File: src/rtl/sample_packetizer.sv
// Sample packetizer: collects N_SAMPLES 16-bit samples into a register buffer,
// then emits a byte frame (SYNC, SEQ, payload MSB-first, checksum) toward a
// UART transmit FIFO, stalling whenever the FIFO reports full.
module sample_packetizer #(
  parameter int         N_SAMPLES = 4,
  parameter logic [7:0] SYNC_BYTE = 8'hA5
) (
  input  logic        clk,
  input  logic        rst,
  input  logic [15:0] sample_i,
  input  logic        sample_valid_i,
  output logic        sample_ready_o,
  input  logic        fifo_full_i,
  output logic [7:0]  data_o,
  output logic        wr_en_o,
  output logic        busy_o
);

  localparam int CW = (N_SAMPLES > 1) ? $clog2(N_SAMPLES) : 1;
  localparam int BW = $clog2(2 * N_SAMPLES);
  localparam logic [CW-1:0] LAST_SAMPLE = CW'(N_SAMPLES - 1);
  localparam logic [BW-1:0] LAST_BYTE   = BW'(2 * N_SAMPLES - 1);

  typedef enum logic [2:0] {
    COLLECT = 3'd0,
    SYNC    = 3'd1,
    SEQ     = 3'd2,
    PAYLOAD = 3'd3,
    CSUM    = 3'd4
  } state_t;

  // Mod-256 running checksum step.
  function automatic logic [7:0] csum_add(input logic [7:0] acc, input logic [7:0] b);
    return acc + b;
  endfunction

  state_t         state_r;
  state_t         next_state_s;
  logic [15:0]    sample_buf_r [N_SAMPLES];
  logic [CW-1:0]  sample_cnt_r;
  logic [BW-1:0]  byte_idx_r;
  logic [7:0]     csum_r;
  logic [7:0]     seq_r;
  logic [CW-1:0]  payload_sel_s;
  logic [15:0]    cur_sample_s;
  logic [7:0]     payload_byte_s;
  logic           accept_s;

  assign accept_s      = (state_r == COLLECT) && sample_valid_i;
  assign payload_sel_s = CW'(byte_idx_r >> 1);
  assign cur_sample_s  = sample_buf_r[payload_sel_s];

  // Select the MSB or LSB byte of the current payload sample.
  always_comb begin
    payload_byte_s = 8'h00;
    if (byte_idx_r[0]) begin
      payload_byte_s = cur_sample_s[7:0];
    end else begin
      payload_byte_s = cur_sample_s[15:8];
    end
  end

  // State register.
  always_ff @(posedge clk or negedge rst) begin
    if (!rst) begin
      state_r <= COLLECT;
    end else begin
      state_r <= next_state_s;
    end
  end

  // Next-state and output decode; byte states advance only on a real write.
  always_comb begin
    next_state_s   = state_r;
    sample_ready_o = 1'b0;
    wr_en_o        = 1'b0;
    busy_o         = 1'b1;
    data_o         = 8'h00;
    case (state_r)
      COLLECT: begin
        sample_ready_o = 1'b1;
        busy_o         = 1'b0;
        if (sample_valid_i && (sample_cnt_r == LAST_SAMPLE)) begin
          next_state_s = SYNC;
        end else begin
          next_state_s = COLLECT;
        end
      end
      SYNC: begin
        data_o  = SYNC_BYTE;
        wr_en_o = !fifo_full_i;
        if (!fifo_full_i) begin
          next_state_s = SEQ;
        end else begin
          next_state_s = SYNC;
        end
      end
      SEQ: begin
        data_o  = seq_r;
        wr_en_o = !fifo_full_i;
        if (!fifo_full_i) begin
          next_state_s = PAYLOAD;
        end else begin
          next_state_s = SEQ;
        end
      end
      PAYLOAD: begin
        data_o  = payload_byte_s;
        wr_en_o = !fifo_full_i;
        if (!fifo_full_i && (byte_idx_r == LAST_BYTE)) begin
          next_state_s = CSUM;
        end else begin
          next_state_s = PAYLOAD;
        end
      end
      CSUM: begin
        data_o  = csum_r;
        wr_en_o = !fifo_full_i;
        if (!fifo_full_i) begin
          next_state_s = COLLECT;
        end else begin
          next_state_s = CSUM;
        end
      end
      default: begin
        next_state_s = COLLECT;
      end
    endcase
  end

  // Sample capture into the buffer and sample counter.
  always_ff @(posedge clk or negedge rst) begin
    if (!rst) begin
      sample_cnt_r <= {CW{1'b0}};
      for (int i = 0; i < N_SAMPLES; i++) begin
        sample_buf_r[i] <= 16'h0000;
      end
    end else if (accept_s) begin
      sample_buf_r[sample_cnt_r] <= sample_i;
      if (sample_cnt_r == LAST_SAMPLE) begin
        sample_cnt_r <= {CW{1'b0}};
      end else begin
        sample_cnt_r <= sample_cnt_r + CW'(1);
      end
    end
  end

  // Payload byte index, stepped on each written payload byte.
  always_ff @(posedge clk or negedge rst) begin
    if (!rst) begin
      byte_idx_r <= {BW{1'b0}};
    end else if ((state_r == PAYLOAD) && wr_en_o) begin
      if (byte_idx_r == LAST_BYTE) begin
        byte_idx_r <= {BW{1'b0}};
      end else begin
        byte_idx_r <= byte_idx_r + BW'(1);
      end
    end
  end

  // Checksum accumulation over SEQ and payload; sequence bump at frame end.
  always_ff @(posedge clk or negedge rst) begin
    if (!rst) begin
      csum_r <= 8'h00;
      seq_r  <= 8'h00;
    end else if (wr_en_o) begin
      if ((state_r == SEQ) || (state_r == PAYLOAD)) begin
        csum_r <= csum_add(csum_r, data_o);
      end else if (state_r == CSUM) begin
        csum_r <= 8'h00;
        seq_r  <= seq_r + 8'h01;
      end
    end
  end

endmodule

File: config.mk
export PLATFORM = sky130hd
export DESIGN_NAME = sample_packetizer
export DESIGN_NICKNAME = d
export VERILOG_FILES = /design/src/rtl/sample_packetizer.sv
export SDC_FILE = /design/constraint.sdc
export NUM_CORES = 1
export LEC_CHECK = 0
export CORE_ASPECT_RATIO = 0.7
export CORE_MARGIN = 5
export CORE_UTILIZATION = 63
export CTS_BUF_LIST = sky130_fd_sc_hd__clkbuf_16
export DETAILED_ROUTE_END_ITERATION = 8
export GPL_TIMING_DRIVEN = 0
export PLACE_DENSITY_LB_ADDON = 0.3
export SETUP_SLACK_MARGIN = 0.02
export SYNTH_ARGS = -nofsm -noshare
export SYNTH_HDL_FRONTEND = slang
export SYNTH_SLANG_ARGS = --single-unit
File: constraint.sdc
create_clock -name clk -period 6.8 [get_ports clk]
set_input_delay 1.36 -clock clk [delete_from_list [all_inputs] [get_ports clk]]
set_output_delay 1.36 -clock clk [all_outputs]
set_load 0.05 [all_outputs]
# Word level (Yosys, flattened, before mapping)
# Cells that the tools add are included.
[classes]
n_addsub = 4
n_lt_le_gt_ge = 3
eq_ne = 6
n_mux = 21
bitwise_logic = 3
n_reduce_logical = 12
[op_table]
columns = ["cell", "count"]
rows = [
  ["64-bit bitwise mux", 1],
  ["16-bit 2-to-1 mux", 3],
  ["16-bit binary-select mux with 2-bit select", 1],
  ["16-bit demux with 2-bit select", 1],
  ["8-bit case mux with 4 select lines", 1],
  ["8-bit 2-to-1 mux", 3],
  ["3-bit case mux with 5 select lines", 1],
  ["3-bit 2-to-1 mux", 3],
  ["8-bit by 1-bit adder with 8-bit output, second input constant", 1],
  ["8-bit adder", 1],
  ["3-bit by 2-bit == test with 1-bit output, second input constant", 2],
  ["3-bit == test, second input constant", 2],
  ["3-bit greater-or-equal comparator, second input constant", 2],
  ["2-bit inverter with 3-bit output", 2],
  ["1-bit logical AND", 5],
  ["1-bit 2-to-1 mux", 5],
  ["2-bit 2-to-1 mux", 2],
  ["4-bit OR reduction", 1],
  ["3-bit by 1-bit adder with 3-bit output, second input constant", 1],
  ["3-bit by 1-bit == test with 1-bit output, second input constant", 1],
  ["3-bit logical NOT", 1],
  ["3-bit by 1-bit less-than comparator with 1-bit output, second input constant", 1],
  ["3-bit AND reduction", 1],
  ["2-bit by 1-bit adder with 2-bit output, second input constant", 1],
  ["other kinds (6)", 6],
]
[word_totals]
regBits = 88
input_bits = 20
output_inout_bits = 11
wordCells = 58

# Longest topological paths before layout
[depth]
word_depth = 8
ltp_mapped = 14
depth_no_buf = 12

# Worst setup path before layout
# OpenSTA, ideal clock, no wires.
[synth_timing]
kind = "register to register"
startpoint = "reg byte_idx_r[2]"
endpoint = "reg csum_r[7]"
setup_time_ps = 80
arrival_ps = 4157
t_required_ps = 6720
path_slack_ps = 2562
stages_incl_launch_ff = 15
path_buffers = 2
synth_period_minus_slack_ps = 4238
path_cell_list = "dfrtp_1 > buf_2 > clkbuf_1 > mux4_2 > nand2_1 > nand3_1 > o21ai_0 > o21ai_0 > ha_1 > a21oi_1 > o22ai_1 > o41ai_1 > o21ai_0 > a2111o_1 > o211ai_2"
[synth_via]
elab_chain_cells = 8
[synth_rtl]
columns = ["item", "line_no", "text"]
rows = [
  ["start: declaration", "41", "logic [BW-1:0] byte_idx_r;"],
  ["start signal: assignment", "151", "byte_idx_r <= {BW{1'b0}};"],
  ["start signal: assignment", "154", "byte_idx_r <= {BW{1'b0}};"],
  ["start signal: assignment", "156", "byte_idx_r <= byte_idx_r + BW'(1);"],
  ["2-bit inverter with 3-bit output (implied by the code)", "51", "assign cur_sample_s = sample_buf_r[payload_sel_s];"],
  ["16-bit binary-select mux with 2-bit select", "51", ""],
  ["16-bit 2-to-1 mux (implied by the code) (2 in series)", "51", ""],
  ["8-bit 2-to-1 mux", "56", "if (byte_idx_r[0]) begin"],
  ["8-bit case mux with 4 select lines", "79", "case (state_r)"],
  ["net data_o[1]", "14", "output logic [7:0] data_o,"],
  ["8-bit adder", "34", "return acc + b;"],
  ["8-bit 2-to-1 mux", "167", "if ((state_r == SEQ) || (state_r == PAYLOAD)) begin"],
  ["end signal: assignment", "168", "csum_r <= csum_add(csum_r, data_o);"],
  ["end: declaration", "42", "logic [7:0] csum_r;"],
]
# The timed path passes the listed nets, and every way through them passes these cells. The select of a mux whose other input is x is not followed.
# A chain may end at the register's enable or synchronous reset.

# Final worst setup path
[layout_timing]
startpoint = "reg byte_idx_r[2]"
endpoint = "out data_o[1]"
[layout_via]
elab_chain_cells = 6
[layout_rtl]
columns = ["item", "line_no"]
rows = [
  ["2-bit inverter with 3-bit output (implied by the code)", "51"],
  ["16-bit binary-select mux with 2-bit select", "51"],
  ["16-bit 2-to-1 mux (implied by the code) (2 in series)", "51"],
  ["8-bit 2-to-1 mux", "56"],
  ["8-bit case mux with 4 select lines", "79"],
  ["end: declaration", "14"],
]
# No other way between the ends. The select of a mux whose other input is x is not followed.

==> results.tsv <==
metric	value	unit
syn_inst	336	
slew_headroom	50.88	%
fin_skew	0.01005	ns
yosysSeqAreaShare	49.99	%
cts_buffers	9	
via_per_inst	6.067	
ys_types	42	
drt-initial-drc-count	153	
grt_overflow	0	
grt_usage	24.22	%
final_cell_mix	dfrtp_1, mux2_2, nand2_1, clkdlybuf4s50_1, o21ai_0	
vias	2888	
grt_pass1_vias	3115	
slew_viol_final	0	
yosysTopAreaCellShare	49.99	%
power.density	483.0	mW/mm^2
rsz0062_at_grt	false	
syn_area	0.004405	mm^2
crit_arrival	3.51	ns
path_class	flip-flop to output port	
portBuffers	29	
clock_sinks	88	
synth_ff_type	dfrtp_1	
clk_pin_slew_worst_paths	0.06	ns
cts_tree	built	
avgSynthCellArea	13.11	um^2
period_share	71.66	%
cts-htree-levels	3	
drt_wl_total	9.275	mm
num_antenna_cells	0	
yosys-top-cells-area	dfrtp_1, mux2_2, mux4_2	
clock_path_buffers	2	
antenna_found_initial	0	
die-area	0.008792	mm^2
cp.required	5.44	ns
die_h	79.97	um
finalSetupTns	0	ns
cellLeakagePower	2.420	nW
yosysTopAreaCell	dfrtp_1	
cts_setup_buffers	0	
cp_max_fo	10	
nets	412	
synth-async-reset-ratio	100.0	%
synthSimpleGateAreaFrac	7.157	%
drc	0	
rows	25	
synthMuxAreaShare	26.10	%
yosysWarnings	0	
routedWlPerCell	19.49	um
hpwl	6.611	mm
drt-pass1-iter-count	4	
worst_slack	1.927	ns
grt_max_degree	63	
ant_nets	0	
syn_nets	371	
tightest_slew	0.7353	ns
cts_root_buf	clkbuf_16	
place_congestion	0.8695	
synth_top_family_by_area	multiplexers	
synth-xor-area-share	2.187	%
core_area	0.006788	mm^2
multi_input_area	0.002106	mm^2
cp-end-kind	output port	
hold_buffers	0	
vdd_drop_max	0.2310	mV
clock_latency	0.33	ns
synth_compound_area_share	7.924	%
synth_seq_cells	88	
finalHoldViolations	0	
ios	31	
fin_crit	4.873	ns
seqCellArea	0.002202	mm^2
area_delta_synth_final	16.33	%
fmax	0.2052	GHz
layout_commonest_cell	dfrtp_1	
preCtsSetupSlack	2.240	ns
synthAdderAreaFrac	4.431	%
fill_cells	449	
synth_edf_count	0	
hold_path_class	flip-flop to flip-flop	
setup_viol	0	
die_w	110.0	um
cap_violations	0	
start_kind	flip-flop	
run_status	complete, no violations	
start_util	64.90	%
drive_gt1_share	27.23	%
grt_pass1_wl	15.91	mm
ctsResizeCount	0	
-- cell usage after synthesis (all sizes together) (3+ instances only) --
cell type	n
nor3	3
a22o	5
a21o	5
mux4	15
a21oi	8
mux2	66
nand3	8
nor2b	6
ha	14
mux2i	5
clkbuf	6
a311oi	3
nand2	29
buf	10
dfrtp	88
o21ai	17
xnor2	9
nand2b	3
inv	5
nor2	6
-- state kept, by name, indices dropped and copies added, names as in the netlist --
register,flops
seq_r,8
state_r,3
csum_r,8
sample_buf_r,64
byte_idx_r,3
sample_cnt_r,2
-- path summary, 6_finish.rpt --
| path | depth (start not counted) | slack (ns) | startpoint | end |
|---|---|---|---|---|
| setup reg to reg | 14 | 2.41 | byte_idx_r[2] | csum_r[7] |
| hold reg to reg | 1 | 0.50 | sample_buf_r[40] | sample_buf_r[40] |
| max in group asynchronous | 2 | 5.23 | rst | sample_buf_r[57] |
| hold / removal | 1 | 0.50 | sample_buf_r[40] | sample_buf_r[40] |
| min in group asynchronous | 1 | 0.96 | rst | sample_buf_r[47] |
| setup / recovery | 8 | 1.93 | byte_idx_r[2] | data_o[1] |
-- area by class of cell --
type / instances / share of cell area, %
buffer: 16 / 1.538
timing repair buffer: 30 / 6.152
clock inverter: 7 / 1.196
multi-input combinational: 227 / 41.09
inverter: 5 / 0.3662
clock buffer: 9 / 4.395
tap: 94 / 2.295
sequential: 88 / 42.97
-- logic make-up (layout without fill, tap and decap cells) --
kind of cell	Yosys count	after routing
simple gates	66	66
flops	88	88
xor+xnor	11	11
fa+ha+maj	15	15
buf+inv	21	67
compound gates	49	49
mux	86	86
-- metal layers --
metal | vias up | part of all wire [%] | routed length (um) | global-route usage, %
met5 | - | 0 | 0 | 0
met2 | 85 | 48 | 4492 | 39.47
li1 | 1325 | - | - | -
met4 | 0 | 1.0 | 93 | 6.102
met3 | 8 | 4.8 | 443 | 5.497
met1 | 1470 | 46 | 4247 | 33.03
-- critical path: stages, from the launching register on --
cell and delay, ns:
dfrtp_1 0.34, buf_2 0.25, clkbuf_1 0.55, mux4_2 0.34
nand2_1 0.06, nand3_1 0.13, o21ai_0 0.18, o21ai_0 0.45
clkdlybuf4s50_1 0.89
-- per-stage QoR --
stage	total power, mW	cells	area [um^2]	util (%)	hold WS (ns)
floorplan	1.685	336	4405	-	0.4379
global placement	1.939	459	4813	70.91	0.4768
global route	2.640	476	5125	75.50	0.5083
CTS	2.479	476	5125	75.50	0.4890
finish	2.476	476	5125	75.50	0.4979
detailed placement	1.999	460	4838	71.28	0.4807
-- report_power, final --
part,internal [mW],switching [mW],total (mW)
Clock,0.281,0.193,0.474
Combinational,0.545,0.620,1.17
Sequential,0.720,0.117,0.836
Power figures use the tool's default switching activity.
